[src/rtl/qa_cl_loader.sv]
// qa_cl_loader: host-side cacheline fetch engine.
// Issues tagged reads for input then weight regions and writes responses.
module qa_cl_loader #(
    parameter int ADDR_W          = 42,
    parameter int BUFFER_DEPTH    = 256,
    parameter int MAX_OUTSTANDING = 16,
    parameter int TAG_W           = 9
) (
    input  logic                          clk,
    input  logic                          resetb,
    input  logic                          go,
    input  logic [ADDR_W-1:0]             input_base,
    input  logic [ADDR_W-1:0]             weight_base,
    input  logic [8:0]                    num_cl,
    output logic                          rd_req_valid,
    input  logic                          rd_req_ready,
    output logic [ADDR_W-1:0]             rd_req_addr,
    output logic [TAG_W-1:0]              rd_req_tag,
    input  logic                          rd_rsp_valid,
    input  logic [TAG_W-1:0]              rd_rsp_tag,
    input  logic [511:0]                  rd_rsp_data,
    output logic                          buf_wr_en,
    output logic                          buffer_select,
    output logic [$clog2(BUFFER_DEPTH)-1:0] wr_addr,
    output logic [511:0]                  data,
    output logic                          conv_start,
    output logic                          busy,
    output logic                          done,
    output logic                          protocol_err
);

    localparam int IW = $clog2(BUFFER_DEPTH);
    localparam int CW = IW + 1;
    localparam int OW = $clog2(MAX_OUTSTANDING + 1);

    typedef enum logic [2:0] {
        S_IDLE,
        S_REQ_IN,
        S_REQ_WT,
        S_DRAIN,
        S_FIN
    } state_t;

    state_t state_q, state_d;

    logic [ADDR_W-1:0] in_base_q, in_base_d;
    logic [ADDR_W-1:0] wt_base_q, wt_base_d;
    logic [CW-1:0]     num_q, num_d;
    logic [CW-1:0]     idx_q, idx_d;
    logic [CW-1:0]     in_rcvd_q, in_rcvd_d;
    logic [CW-1:0]     wt_rcvd_q, wt_rcvd_d;
    logic [OW-1:0]     out_q, out_d;
    logic              err_q, err_d;
    logic              conv_q, conv_d;
    logic              done_q, done_d;

    logic              wr_en_q;
    logic              sel_q;
    logic [IW-1:0]     waddr_q;
    logic [511:0]      data_q;

    logic              in_phase;
    logic              req_hs;
    logic              rsp_acc;
    logic              last_req;
    logic [CW-1:0]     num_clamp;
    logic [ADDR_W-1:0] cur_base;

    // Request-side handshake decode and read request outputs
    always_comb begin
        in_phase     = (state_q == S_REQ_IN) || (state_q == S_REQ_WT);
        rd_req_valid = in_phase && (out_q < OW'(MAX_OUTSTANDING));
        req_hs       = rd_req_valid && rd_req_ready;
        rsp_acc      = rd_rsp_valid && (out_q != '0);
        last_req     = (idx_q + CW'(1)) == num_q;
        cur_base     = (state_q == S_REQ_WT) ? wt_base_q : in_base_q;
        if (CW'(num_cl) > CW'(BUFFER_DEPTH)) begin
            num_clamp = CW'(BUFFER_DEPTH);
        end else begin
            num_clamp = CW'(num_cl);
        end
        rd_req_addr = '0;
        rd_req_tag  = '0;
        if (rd_req_valid) begin
            rd_req_addr = cur_base + ADDR_W'(idx_q);
            rd_req_tag  = {state_q == S_REQ_WT, idx_q[IW-1:0]};
        end
    end

    // Next-state: FSM, counters, launch capture and error flag
    always_comb begin
        state_d   = state_q;
        in_base_d = in_base_q;
        wt_base_d = wt_base_q;
        num_d     = num_q;
        idx_d     = idx_q;
        in_rcvd_d = in_rcvd_q;
        wt_rcvd_d = wt_rcvd_q;
        out_d     = out_q;
        err_d     = err_q;
        conv_d    = wr_en_q && !sel_q
                    && ((in_rcvd_q + CW'(1)) == num_q);
        done_d    = (state_q == S_FIN);

        if (wr_en_q) begin
            if (sel_q) begin
                wt_rcvd_d = wt_rcvd_q + CW'(1);
            end else begin
                in_rcvd_d = in_rcvd_q + CW'(1);
            end
        end

        unique case ({req_hs, rsp_acc})
            2'b10:   out_d = out_q + OW'(1);
            2'b01:   out_d = out_q - OW'(1);
            default: out_d = out_q;
        endcase

        unique case (state_q)
            S_IDLE: begin
                if (go) begin
                    in_base_d = input_base;
                    wt_base_d = weight_base;
                    num_d     = num_clamp;
                    idx_d     = '0;
                    in_rcvd_d = '0;
                    wt_rcvd_d = '0;
                    err_d     = 1'b0;
                    state_d   = (num_clamp == '0) ? S_FIN : S_REQ_IN;
                end
            end
            S_REQ_IN: begin
                if (req_hs) begin
                    if (last_req) begin
                        idx_d   = '0;
                        state_d = S_REQ_WT;
                    end else begin
                        idx_d = idx_q + CW'(1);
                    end
                end
            end
            S_REQ_WT: begin
                if (req_hs) begin
                    if (last_req) begin
                        idx_d   = '0;
                        state_d = S_DRAIN;
                    end else begin
                        idx_d = idx_q + CW'(1);
                    end
                end
            end
            S_DRAIN: begin
                if (in_rcvd_q == num_q && wt_rcvd_q == num_q) begin
                    state_d = S_FIN;
                end
            end
            S_FIN: begin
                state_d = S_IDLE;
            end
            default: begin
                state_d = S_IDLE;
            end
        endcase

        if (rd_rsp_valid && out_q == '0) begin
            err_d = 1'b1;
        end
    end

    // Control state register
    always_ff @(posedge clk) begin
        if (!resetb) begin
            state_q   <= S_IDLE;
            in_base_q <= '0;
            wt_base_q <= '0;
            num_q     <= '0;
            idx_q     <= '0;
            in_rcvd_q <= '0;
            wt_rcvd_q <= '0;
            out_q     <= '0;
            err_q     <= 1'b0;
            conv_q    <= 1'b0;
            done_q    <= 1'b0;
        end else begin
            state_q   <= state_d;
            in_base_q <= in_base_d;
            wt_base_q <= wt_base_d;
            num_q     <= num_d;
            idx_q     <= idx_d;
            in_rcvd_q <= in_rcvd_d;
            wt_rcvd_q <= wt_rcvd_d;
            out_q     <= out_d;
            err_q     <= err_d;
            conv_q    <= conv_d;
            done_q    <= done_d;
        end
    end

    // One-cycle registered buffer write for each accepted response
    always_ff @(posedge clk) begin
        if (!resetb) begin
            wr_en_q <= 1'b0;
            sel_q   <= 1'b0;
            waddr_q <= '0;
            data_q  <= '0;
        end else begin
            wr_en_q <= rsp_acc;
            if (rsp_acc) begin
                sel_q   <= rd_rsp_tag[TAG_W-1];
                waddr_q <= rd_rsp_tag[IW-1:0];
                data_q  <= rd_rsp_data;
            end
        end
    end

    assign buf_wr_en     = wr_en_q;
    assign buffer_select = sel_q;
    assign wr_addr       = waddr_q;
    assign data          = data_q;
    assign conv_start    = conv_q;
    assign done          = done_q;
    assign busy          = (state_q != S_IDLE);
    assign protocol_err  = err_q;

endmodule

[config.mk]
export PLATFORM = sky130hd
export DESIGN_NAME = qa_cl_loader
export DESIGN_NICKNAME = d
export VERILOG_FILES = /design/src/rtl/qa_cl_loader.sv
export SDC_FILE = /design/constraint.sdc
export NUM_CORES = 1
export LEC_CHECK = 0
export ABC_CLOCK_PERIOD_IN_PS = 5200
export BUFFER_PORTS_ARGS = -buffer_cell sky130_fd_sc_hd__buf_2
export CAP_MARGIN = 20
export CORE_AREA = 2 2 468 470
export CTS_BUF_LIST = sky130_fd_sc_hd__clkbuf_4 sky130_fd_sc_hd__clkbuf_8
export DETAILED_ROUTE_END_ITERATION = 8
export DIE_AREA = 0 0 470 472
export PLACE_DENSITY = 0.3
export SETUP_SLACK_MARGIN = 0.4
export SLEW_MARGIN = 15
export SYNTH_ARGS = -nofsm -noshare
export SYNTH_HDL_FRONTEND = slang
export SYNTH_SLANG_ARGS = --single-unit
[constraint.sdc]
create_clock -name clk -period 5.2 [get_ports clk]
set_input_delay 0.52 -clock clk [delete_from_list [all_inputs] [get_ports clk]]
set_output_delay 0.52 -clock clk [all_outputs]
set_load 0.005 [all_outputs]
==> flow_metrics.env <==
export IMPL_drc_errors=0
export IMPL_synth_top_area_frac=0.482
export IMPL_rsz0062_at_grt="no"
export IMPL_areaGrowthSynthToFinish_pct=69.7
export IMPL_p_per_area_mw_per_mm2=444
export IMPL_fin_util=0.212
export IMPL_antenna_left=0
export IMPL_hold_viol=0
export IMPL_worst_slew_pin_slew_ns=1.16
export IMPL_rows=171
export IMPL_power_mw=20.4
export IMPL_syn_area_mm2=0.0271
export IMPL_finalSetupViolCount=0
export IMPL_dieArea_mm2=0.222
export IMPL_avgSynthCellArea_um2=8.15
export IMPL_ios=1197
export IMPL_start_util=0.125
export IMPL_multi_input_area_mm2=0.0131
export IMPL_place_congestion=0.875
export IMPL_path_max_fanout=7
export IMPL_die_width_um=470
export IMPL_clockBufferDepth=3
export IMPL_portBuffers=1196
export IMPL_cts_tree="done"
export IMPL_ir_worst_vdd_uv=361
export IMPL_hp_class="primary input to flop"
export IMPL_yosysMostFrequentCell="nand2_1"
export IMPL_via_per_inst=3.74
export IMPL_finalClockSkew_ns=0.0464
export IMPL_root_buffer="clkbuf_8"
export IMPL_crit_type="flop to output pin"
export IMPL_wl_met3_um=16200
export IMPL_drv_cap=0
export IMPL_nNetsFinal=5776
export IMPL_yosys_cell_types_count=75
export IMPL_cts_buffers=146
export IMPL_finalCritPeriodShare=0.875
export IMPL_clk_pin_slew_ns=0.06
export IMPL_grt_antenna_before_repair=81
export IMPL_vias=30400
export IMPL_yosys_warnings=0
export IMPL_async_reset_ff_frac=0
export IMPL_cts_sinks=653
export IMPL_period_minus_slack_ns=4.55
export IMPL_synthTopCellsByCount="1336 x nand2_1, 653 x dfxtp_1, 514 x a21boi_0"
export IMPL_setup_tns_ns=0
export IMPL_routed_wl_um=172000
export IMPL_syn_inst=3325
export IMPL_insertion_delay_ns=0.88
export IMPL_wl_per_cell_um=21.2
export IMPL_synth_seq_cells=653
export IMPL_status="complete, no violations"
export IMPL_highest_layer="met5"
export IMPL_first_pass_iters=7
export IMPL_grt_max_degree=184
export IMPL_place_inst=7165
export IMPL_die_y_um=472
export IMPL_syn_num_nets=3963
export IMPL_dp_hpwl_um=130000
export IMPL_startpoint_type="flop"
export IMPL_synth_edf_count=0
export IMPL_fill_cells=24600
export IMPL_relSlewSlack=0.227
export IMPL_ff_latch_area_mm2=0.0131
export IMPL_endpoint_kind="output pin"
export IMPL_m1WireLength_um=74900
export IMPL_initialDrtViolationCount=1395
export IMPL_drv_slew=0
export IMPL_cp_arrival_ns=4.03
export IMPL_htree_levels=4
export IMPL_layout_drive_gt1_share=0.290
export IMPL_route_met2_wl_um=76700
export IMPL_leakage_nw=19.6
export IMPL_synth_area_leaders="dfxtp_1 48%, nand2_1 19%, a21boi_0 14%"
export IMPL_grt_pass1_wl_um=241000
export IMPL_grtUsageTotal=0.150
export IMPL_required_ns=4.68
export IMPL_synth_main_ff_cell="dfxtp_1"
export IMPL_seq_area_frac_synth=0.482
export IMPL_fmax_mhz=220
export IMPL_overflow=0
export IMPL_coreArea_mm2=0.217
export IMPL_layout_cells_non_filler=8117
export IMPL_grt_pass1_vias=31700
export IMPL_yosysTopAreaCell="dfxtp_1"
-- final cells by class --
type | instances | area share
Tap cell | 2854 | 0.0776
Timing Repair Buffer | 1898 | 0.284
Antenna cell | 31 | 0.00169
Multi-Input combinational cell | 2424 | 0.285
Inverter | 15 | 0.00139
Clock buffer | 214 | 0.0571
Sequential cell | 653 | 0.284
Clock inverter | 28 | 0.00846
-- metal layers --
metal | vias up | GRT usage
met5 | - | 0
met4 | 40 | 0.0364
met3 | 289 | 0.0658
met2 | 1090 | 0.240
met1 | 14400 | 0.184
li1 | 14600 | -
-- critical path, stage by stage (launching register included) --
cell	delay, ns
dfxtp_4	0.38
or3b_4	0.44
nand2_1	0.10
nand2_1	0.06
ha_2	0.18
fa_2	0.37
a21o_1	0.19
a41o_4	0.24
o22a_4	0.26
nand4b_1	0.20
buf_4	0.15
buf_4	0.11
nor3_1	0.05
xor2_1	0.16
nor2_1	0.12
buf_2	0.13
-- cell usage in the layout (no fill, tap or decap), types with 19 or more instances in the layout --
master,count
dfxtp_1,650
clkbuf_8,163
a21boi_1,103
diode_2,31
a21oi_1,23
mux2i_1,29
nand3_1,43
clkbuf_4,51
xor2_1,42
nor2_1,76
buf_4,21
o21ai_0,19
dlygate4sd3_1,670
nand2_1,1334
a21boi_0,514
and2_1,19
buf_2,1195
xnor2_1,33
-- sequential cells by signal (all words and copies together), names as in the netlist --
name / count
conv_start: 1
state_q: 3
idx_q: 9
in_rcvd_q: 9
protocol_err: 1
in_base_q: 42
data: 512
num_q: 9
done: 1
wt_rcvd_q: 9
buf_wr_en: 1
out_q: 5
buffer_select: 1
wr_addr: 8
wt_base_q: 42
-- cells by family after synthesis --
family,after synthesis,share of synthesized area
buffers and inverters,249,0.0385
adders and majority gates,19,0.00932
muxes,35,0.0135
and+or+nand+nor,1577,0.236
xor gates and xnor gates,76,0.0246
DFF,653,0.482
AOI/OAI and AO/OA,716,0.196
-- report_power, final --
group | internal, mW | switching, mW | total (mW)
sequential | 6.28 | 0.730 | 7.01
clock | 3.47 | 2.81 | 6.28
combinational | 2.45 | 4.67 | 7.12
-- timing repair --
item                                    in CTS  in global routing
hold endpoints to repair                   617                  0
pin swaps                                    6                  7
hold buffers                               670                  0
resized for setup                           19                  9
endpoints found under the setup margin      28                 14
setup buffers                                6                  2
cloned                                       1                  0
-- path summary, 6_finish.rpt --
check / slack (ns) / startpoint / depth (start not counted) / to
worst min register to register: 0.45 / data[444] / 2 / data[444]
worst min-delay path: 0.13 / rd_rsp_data[359] / 3 / data[359]
worst max register to register: 1.56 / state_q[1] / 15 / out_q[4]
worst max-delay path: 0.65 / state_q[0] / 15 / rd_req_addr[22]
-- per-stage QoR --
step | setup slack (ns) | hold slack, ns | cell area, µm²
floorplan | 0.986 | 0.443 | 27100
global placement | 0.858 | 0.439 | 36000
detailed placement | 0.823 | 0.443 | 36000
CTS | 0.427 | 0.00280 | 45900
global route | 0.379 | -0.00372 | 46000
finish | 0.648 | 0.133 | 46000
No activity file was read; power rests on OpenSTA's default activity.
